## src/rtl/instruction_controller.sv

```systemverilog
// Control unit for the phase-sequenced CPU: owns PC, IR, flags and the run/halt FSM,
// and turns the decoded instruction into the execute-cycle datapath control word.
module instruction_controller #(
  parameter int                    DATA_WIDTH   = 8,
  parameter logic [DATA_WIDTH-1:0] RESET_VECTOR = {DATA_WIDTH{1'b0}}
) (
  input  logic                  clock,
  input  logic                  input_reset_n,
  input  logic                  input_fetch,
  input  logic                  input_decode,
  input  logic                  input_execute,
  input  logic                  input_increment,
  input  logic [DATA_WIDTH-1:0] input_memory_data,
  input  logic                  input_carry,
  input  logic                  input_zero,
  input  logic                  input_resume,
  output logic [DATA_WIDTH-1:0] output_address,
  output logic                  output_ram_read,
  output logic                  output_memory_write,
  output logic                  output_a_in,
  output logic                  output_sum_out,
  output logic                  output_alu_subtract,
  output logic                  output_immediate_out,
  output logic                  output_display_in,
  output logic                  output_clock_enable,
  output logic                  output_clear,
  output logic [DATA_WIDTH-1:0] output_pc,
  output logic                  output_halted,
  output logic                  output_phase_error
);

  localparam int OPERAND_WIDTH = DATA_WIDTH - 4;
  localparam logic [DATA_WIDTH-1:0] PC_ONE = {{(DATA_WIDTH-1){1'b0}}, 1'b1};

  localparam logic [3:0] OP_LDA = 4'h1;
  localparam logic [3:0] OP_ADD = 4'h2;
  localparam logic [3:0] OP_SUB = 4'h3;
  localparam logic [3:0] OP_STA = 4'h4;
  localparam logic [3:0] OP_LDI = 4'h5;
  localparam logic [3:0] OP_JMP = 4'h6;
  localparam logic [3:0] OP_JC  = 4'h7;
  localparam logic [3:0] OP_JZ  = 4'h8;
  localparam logic [3:0] OP_OUT = 4'hE;
  localparam logic [3:0] OP_HLT = 4'hF;

  localparam int CW_RAM_READ  = 0;
  localparam int CW_MEM_WRITE = 1;
  localparam int CW_A_IN      = 2;
  localparam int CW_SUM_OUT   = 3;
  localparam int CW_SUBTRACT  = 4;
  localparam int CW_IMMEDIATE = 5;
  localparam int CW_DISPLAY   = 6;
  localparam int CW_WIDTH     = 7;

  typedef enum logic [1:0] {
    ST_START  = 2'd0,
    ST_RUN    = 2'd1,
    ST_HALTED = 2'd2
  } state_t;

  state_t                  state_reg;
  logic [DATA_WIDTH-1:0]   pc_reg;
  logic [DATA_WIDTH-1:0]   ir_reg;
  logic                    carry_reg;
  logic                    zero_reg;
  logic                    jump_taken_reg;
  logic                    phase_error_reg;
  logic                    clear_reg;
  logic                    clock_enable_reg;
  logic [CW_WIDTH-1:0]     cw_reg;
  logic [CW_WIDTH-1:0]     cw_next;

  logic [3:0]              opcode;
  logic [DATA_WIDTH-1:0]   operand_ext;
  logic [2:0]              strobe_count;
  logic                    single_strobe;
  logic                    multi_strobe;
  logic                    jump_next;
  logic                    use_operand;

  assign opcode      = ir_reg[DATA_WIDTH-1 -: 4];
  assign operand_ext = {4'b0000, ir_reg[OPERAND_WIDTH-1:0]};

  assign strobe_count  = {2'b00, input_fetch} + {2'b00, input_decode}
                       + {2'b00, input_execute} + {2'b00, input_increment};
  assign single_strobe = (strobe_count == 3'd1);
  assign multi_strobe  = (strobe_count > 3'd1);

  // Jump decision uses the flags as stored before this execute edge.
  assign jump_next = (opcode == OP_JMP)
                   | ((opcode == OP_JC) & carry_reg)
                   | ((opcode == OP_JZ) & zero_reg);

  always_comb begin
    cw_next = '0;
    case (opcode)
      OP_LDA: begin
        cw_next[CW_RAM_READ] = 1'b1;
        cw_next[CW_A_IN]     = 1'b1;
      end
      OP_ADD: begin
        cw_next[CW_RAM_READ] = 1'b1;
        cw_next[CW_A_IN]     = 1'b1;
        cw_next[CW_SUM_OUT]  = 1'b1;
      end
      OP_SUB: begin
        cw_next[CW_RAM_READ] = 1'b1;
        cw_next[CW_A_IN]     = 1'b1;
        cw_next[CW_SUM_OUT]  = 1'b1;
        cw_next[CW_SUBTRACT] = 1'b1;
      end
      OP_STA: cw_next[CW_MEM_WRITE] = 1'b1;
      OP_LDI: begin
        cw_next[CW_IMMEDIATE] = 1'b1;
        cw_next[CW_A_IN]      = 1'b1;
      end
      OP_OUT: cw_next[CW_DISPLAY] = 1'b1;
      default: cw_next = '0;
    endcase
  end

  always_ff @(posedge clock or negedge input_reset_n) begin
    if (!input_reset_n) begin
      state_reg        <= ST_START;
      pc_reg           <= RESET_VECTOR;
      ir_reg           <= '0;
      carry_reg        <= 1'b0;
      zero_reg         <= 1'b0;
      jump_taken_reg   <= 1'b0;
      cw_reg           <= '0;
      phase_error_reg  <= 1'b0;
      clear_reg        <= 1'b1;
      clock_enable_reg <= 1'b1;
    end else begin
      if (multi_strobe) begin
        phase_error_reg <= 1'b1;
      end
      case (state_reg)
        ST_START: begin
          state_reg        <= ST_RUN;
          clear_reg        <= 1'b0;
          clock_enable_reg <= 1'b1;
        end
        ST_RUN: begin
          if (single_strobe) begin
            if (input_fetch) begin
              ir_reg <= input_memory_data;
            end
            if (input_decode) begin
              cw_reg <= cw_next;
            end
            if (input_execute) begin
              cw_reg         <= '0;
              jump_taken_reg <= jump_next;
              if ((opcode == OP_ADD) || (opcode == OP_SUB)) begin
                carry_reg <= input_carry;
                zero_reg  <= input_zero;
              end
              // Halting here also swallows the following increment phase.
              if (opcode == OP_HLT) begin
                state_reg        <= ST_HALTED;
                clock_enable_reg <= 1'b0;
              end
            end
            if (input_increment) begin
              pc_reg         <= jump_taken_reg ? operand_ext : pc_reg + PC_ONE;
              jump_taken_reg <= 1'b0;
            end
          end
        end
        ST_HALTED: begin
          if (input_resume) begin
            pc_reg           <= pc_reg + PC_ONE;
            state_reg        <= ST_START;
            clear_reg        <= 1'b1;
            clock_enable_reg <= 1'b1;
          end
        end
        default: begin
          state_reg        <= ST_START;
          clear_reg        <= 1'b1;
          clock_enable_reg <= 1'b1;
        end
      endcase
    end
  end

  assign use_operand = input_execute && (opcode >= OP_LDA) && (opcode <= OP_LDI);

  assign output_address       = use_operand ? operand_ext : pc_reg;
  assign output_ram_read      = cw_reg[CW_RAM_READ]  & input_execute;
  assign output_memory_write  = cw_reg[CW_MEM_WRITE] & input_execute;
  assign output_a_in          = cw_reg[CW_A_IN]      & input_execute;
  assign output_sum_out       = cw_reg[CW_SUM_OUT]   & input_execute;
  assign output_alu_subtract  = cw_reg[CW_SUBTRACT]  & input_execute;
  assign output_immediate_out = cw_reg[CW_IMMEDIATE] & input_execute;
  assign output_display_in    = cw_reg[CW_DISPLAY]   & input_execute;
  assign output_clock_enable  = clock_enable_reg;
  assign output_clear         = clear_reg;
  assign output_pc            = pc_reg;
  assign output_halted        = (state_reg == ST_HALTED);
  assign output_phase_error   = phase_error_reg;

endmodule

```

## config.mk

```make
export PLATFORM = sky130hd
export DESIGN_NAME = instruction_controller
export DESIGN_NICKNAME = d
export VERILOG_FILES = /design/src/rtl/instruction_controller.sv
export SDC_FILE = /design/constraint.sdc
export NUM_CORES = 1
export LEC_CHECK = 0
export ABC_CLOCK_PERIOD_IN_PS = 4300
export CORE_UTILIZATION = 38
export CTS_CLUSTER_DIAMETER = 60
export DETAILED_ROUTE_END_ITERATION = 7
export SLEW_MARGIN = 20
export SYNTH_ARGS = -nofsm -noshare
export SYNTH_HDL_FRONTEND = slang
export SYNTH_SLANG_ARGS = --single-unit
```

## constraint.sdc

```tcl
create_clock -name clock -period 4.3 [get_ports clock]
set_input_delay 1.29 -clock clock [delete_from_list [all_inputs] [get_ports clock]]
set_output_delay 1.29 -clock clock [all_outputs]
set_load 0.01 [all_outputs]
```

==> out/qor_table.md <==
| Metric | Reported |
|---|---|
| Outcome | completed |
| Cell repeated most along the worst path | buf_4 |
| Pin count of the biggest net entering global routing | 32 |
| Register bit count reported by yosys | 31 |
| Synthesized cell area | 1770 µm² |
| Asr flop ratio synth | 1.00 |
| Die width | 70.2 µm |
| Total clock buffers created by CTS | 5 |
| Final Hold Violating Endpoints | 0 |
| Critical path endpoint category | output pin |
| Arrival time at the worst endpoint | 2610 ps |
| Number of antenna violations at the first check in global routing | 0 |
| Share of Yosys cell area claimed by the top area cell type | 0.411 |
| Detailed Place HPWL | 2.82 mm |
| Utilization after layout | 0.537 |
| Post-synthesis average cell area | 10.5 µm² |
| Effective utilization at floorplan | 0.400 |
| Routed len/inst | 14.1 µm |
| Slowest cell delay on critical path | 310 ps |
| Max VDD drop | 0.261 mV |
| Worst setup SP type | primary input |
| Sum of overflow across all layers after global routing | 0 |
| 1st-iter DRT viols | 90 |
| Portion of the clock cycle consumed by the worst path in the final layout | 0.907 |
| Clock root cell | clkbuf_8 |
| Min cycle time layout | 3900 ps |
| CP required | 3010 ps |
| Worst min-delay path category | reg -> reg |
| Warnings from Yosys | 0 |
| Filler cell count in the final layout | 405 |
| GRT Resource Usage Total | 0.170 |
| Number of instances in the placed design | 261 |
| Pins over their slew limit | 0 |
| Standard-cell rows | 24 |
| Core Region | 4410 µm² |
| Filler-free cell count of the finished design | 272 |
| Residual DRC count | 0 |
| Portion of the post-synthesis area used by sequential elements | 0.441 |
| Number of global-route vias before repair | 1403 |
| Synthesis-to-finish area growth | 34.1% |
| Boundary Pins | 44 |
| Post-synthesis cell type with the largest combined area | dfrtp_1 |
| First drt pass iteration count | 4 |
| Area taken by flip-flops and latches | 778 µm² |
| Slowest cell on the critical path | mux2_2 |
| Top cells by count, synth | dfrtp_1 (29), mux2_2 (19), o21ai_0 (12) |
| CTS hold repair buffers | 0 |
| Leakage power summed over all cells | 1.03 nW |
| Worst Hold Slack | 466 ps |
| Max capacitance violation total | 0 |
| Power density over cell area | 541 nW/µm² |
| Achievable frequency | 0.256 GHz |
| Overall die height | 70.2 µm |
| Main synth FF type | dfrtp_1 |
| Critical path type | in -> out |
| Cells taking the most area after synthesis | dfrtp_1 (41%), mux2_2 (12%), o21ai_0 (3.4%), dfstp_2 (3.0%), ha_1 (2.8%) |
| Source-to-sink clock delay at the later pin of the worst-skew pair | 280 ps |
| Unrepaired setup endpoints after global routing | false |
| Via/cell ratio | 5.40 |
| Sink count of the clock tree | 31 |
| Deepest level of the CTS H-tree | 2 |
| Setup Skew | 4.08 ps |
| Mapped Nets | 190 |
| Cell-by-cell listing of the critical path | dlymetal6s2s_1, inv_2, a2111oi_4, buf_4, buf_4, mux2_2, dlygate4sd2_1 |
| Routed Wire Length | 3.84 mm |
| DIE AREA | 4930 µm² |
| Post-DRT Antenna Nets | 0 |
| Post-synth cell types | 44 |
| Layout cells sized above 1 | 0.218 |
| First-pass GRT wire length | 6.64 mm |
| Gate count after technology mapping | 168 |
| Buffer depth of the longest clock path | 2 |
| Footprint of the multi-input gates | 908 µm² |
| Final antenna diode count | 0 |
| Number of buffers inserted by port buffering | 43 |
| TritonCTS clock tree | yes |
| Most common cell in the netlist | dfrtp_1 |
| Via Count | 1468 |
| Max FO, Critical Path | 5 |
| Final weighted congestion in routability-driven placement | 0.790 |
| Final Net Count | 242 |
| Transition at the pin with the smallest max-transition slack | 435 ps |
| CTS clock-pin slew for the worst setup and hold paths | 60 ps |
| Count of flip-flops with a built-in enable after synthesis | 0 |
| Headroom to the max-slew limit | 0.702 |
| Number of failing setup endpoints in the final timing report | 0 |
-- worst max-delay path: cells and delay by family --
| family | cells | cell delay [ps] |
|---|---|---|
| buffers and inverters | 5 | 750 |
| multiplexers | 1 | 310 |
| AO/OA/AOI/OAI | 1 | 260 |
-- per-layer routing --
metal	up-vias	track usage	routed length [µm]
met5	-	0	0
li1	712	-	-
met3	7	0.0404	119
met1	718	0.232	1820
met4	0	0.0533	67
met2	31	0.267	1840
-- area by class of cell --
| cell class | instances | area share |
|---|---|---|
| repair buffers | 53 | 0.211 |
| well taps | 52 | 0.0275 |
| multi-input cells | 121 | 0.383 |
| clock inverters | 1 | 0.00211 |
| clock buffers | 6 | 0.0348 |
| inverters | 8 | 0.0127 |
| flip-flops and latches | 31 | 0.328 |
-- timing repair --
action,4_1_cts,5_1_grt
gates resized for setup,10,2
endpoints found under the setup margin,8,3
setup buffers,3,1
-- logic make-up after synthesis --
family	synth area share
mux	0.132
buf+inv	0.0453
simple gates	0.191
compound gates	0.151
flops	0.441
fa+ha+maj	0.0397
-- where the power goes --
part / internal (W) / switching [W] / total [W]
logic: 0.000307 / 0.000210 / 0.000517
registers: 0.000396 / 0.000140 / 0.000535
clock network: 0.000125 / 0.000104 / 0.000230
total: 0.000828 / 0.000454 / 0.00128
-- worst paths after layout --
| path | startpoint | end | slack [ps] | depth (start not counted) |
|---|---|---|---|---|
| max in group asynchronous | input_reset_n | output_clear$_DFFE_PN1P_ | 2570 | 2 |
| worst min-delay path | output_phase_error$_DFFE_PN0N_ | output_phase_error$_DFFE_PN0N_ | 470 | 1 |
| worst max-delay path | input_execute | output_address[1] | 400 | 7 |
| worst min register to register | output_phase_error$_DFFE_PN0N_ | output_phase_error$_DFFE_PN0N_ | 470 | 1 |
| worst max register to register | state_reg[0]$_DFFE_PN0P_ | output_pc[2]$_DFFE_PN0P_ | 2590 | 4 |
| min in group asynchronous | input_reset_n | output_phase_error$_DFFE_PN0N_ | 1410 | 2 |
-- per-stage QoR --
stage	power [W]	TNS [ps]	cell area [µm²]	worst slack (ps)
5_1_grt	0.00138	0	2370	325
3_5_place_dp	0.00106	-748	2260	-120
2_1_floorplan	0.000809	0	1770	814
4_1_cts	0.00128	0	2360	11.2
6_report	0.00128	0	2370	399
3_3_place_gp	0.00104	-684	2260	-109
-- cell usage in the layout (no fill, tap or decap), drive strengths merged, types with 3 or more instances in the layout --
cell type,synthesis,final
a21oi,5,5
and2,6,6
and2b,4,4
and3,3,3
buf,5,10
clkbuf,3,6
clkdlybuf4s50,0,34
dfrtp,29,29
dlygate4sd2,0,6
ha,4,4
inv,8,8
mux2,19,19
nand2,11,11
nand3,4,4
nor2,12,12
nor3,5,5
o21ai,12,12
o22ai,3,3
o31ai,5,5
Note: power is estimated with default switching activity, not from simulation.
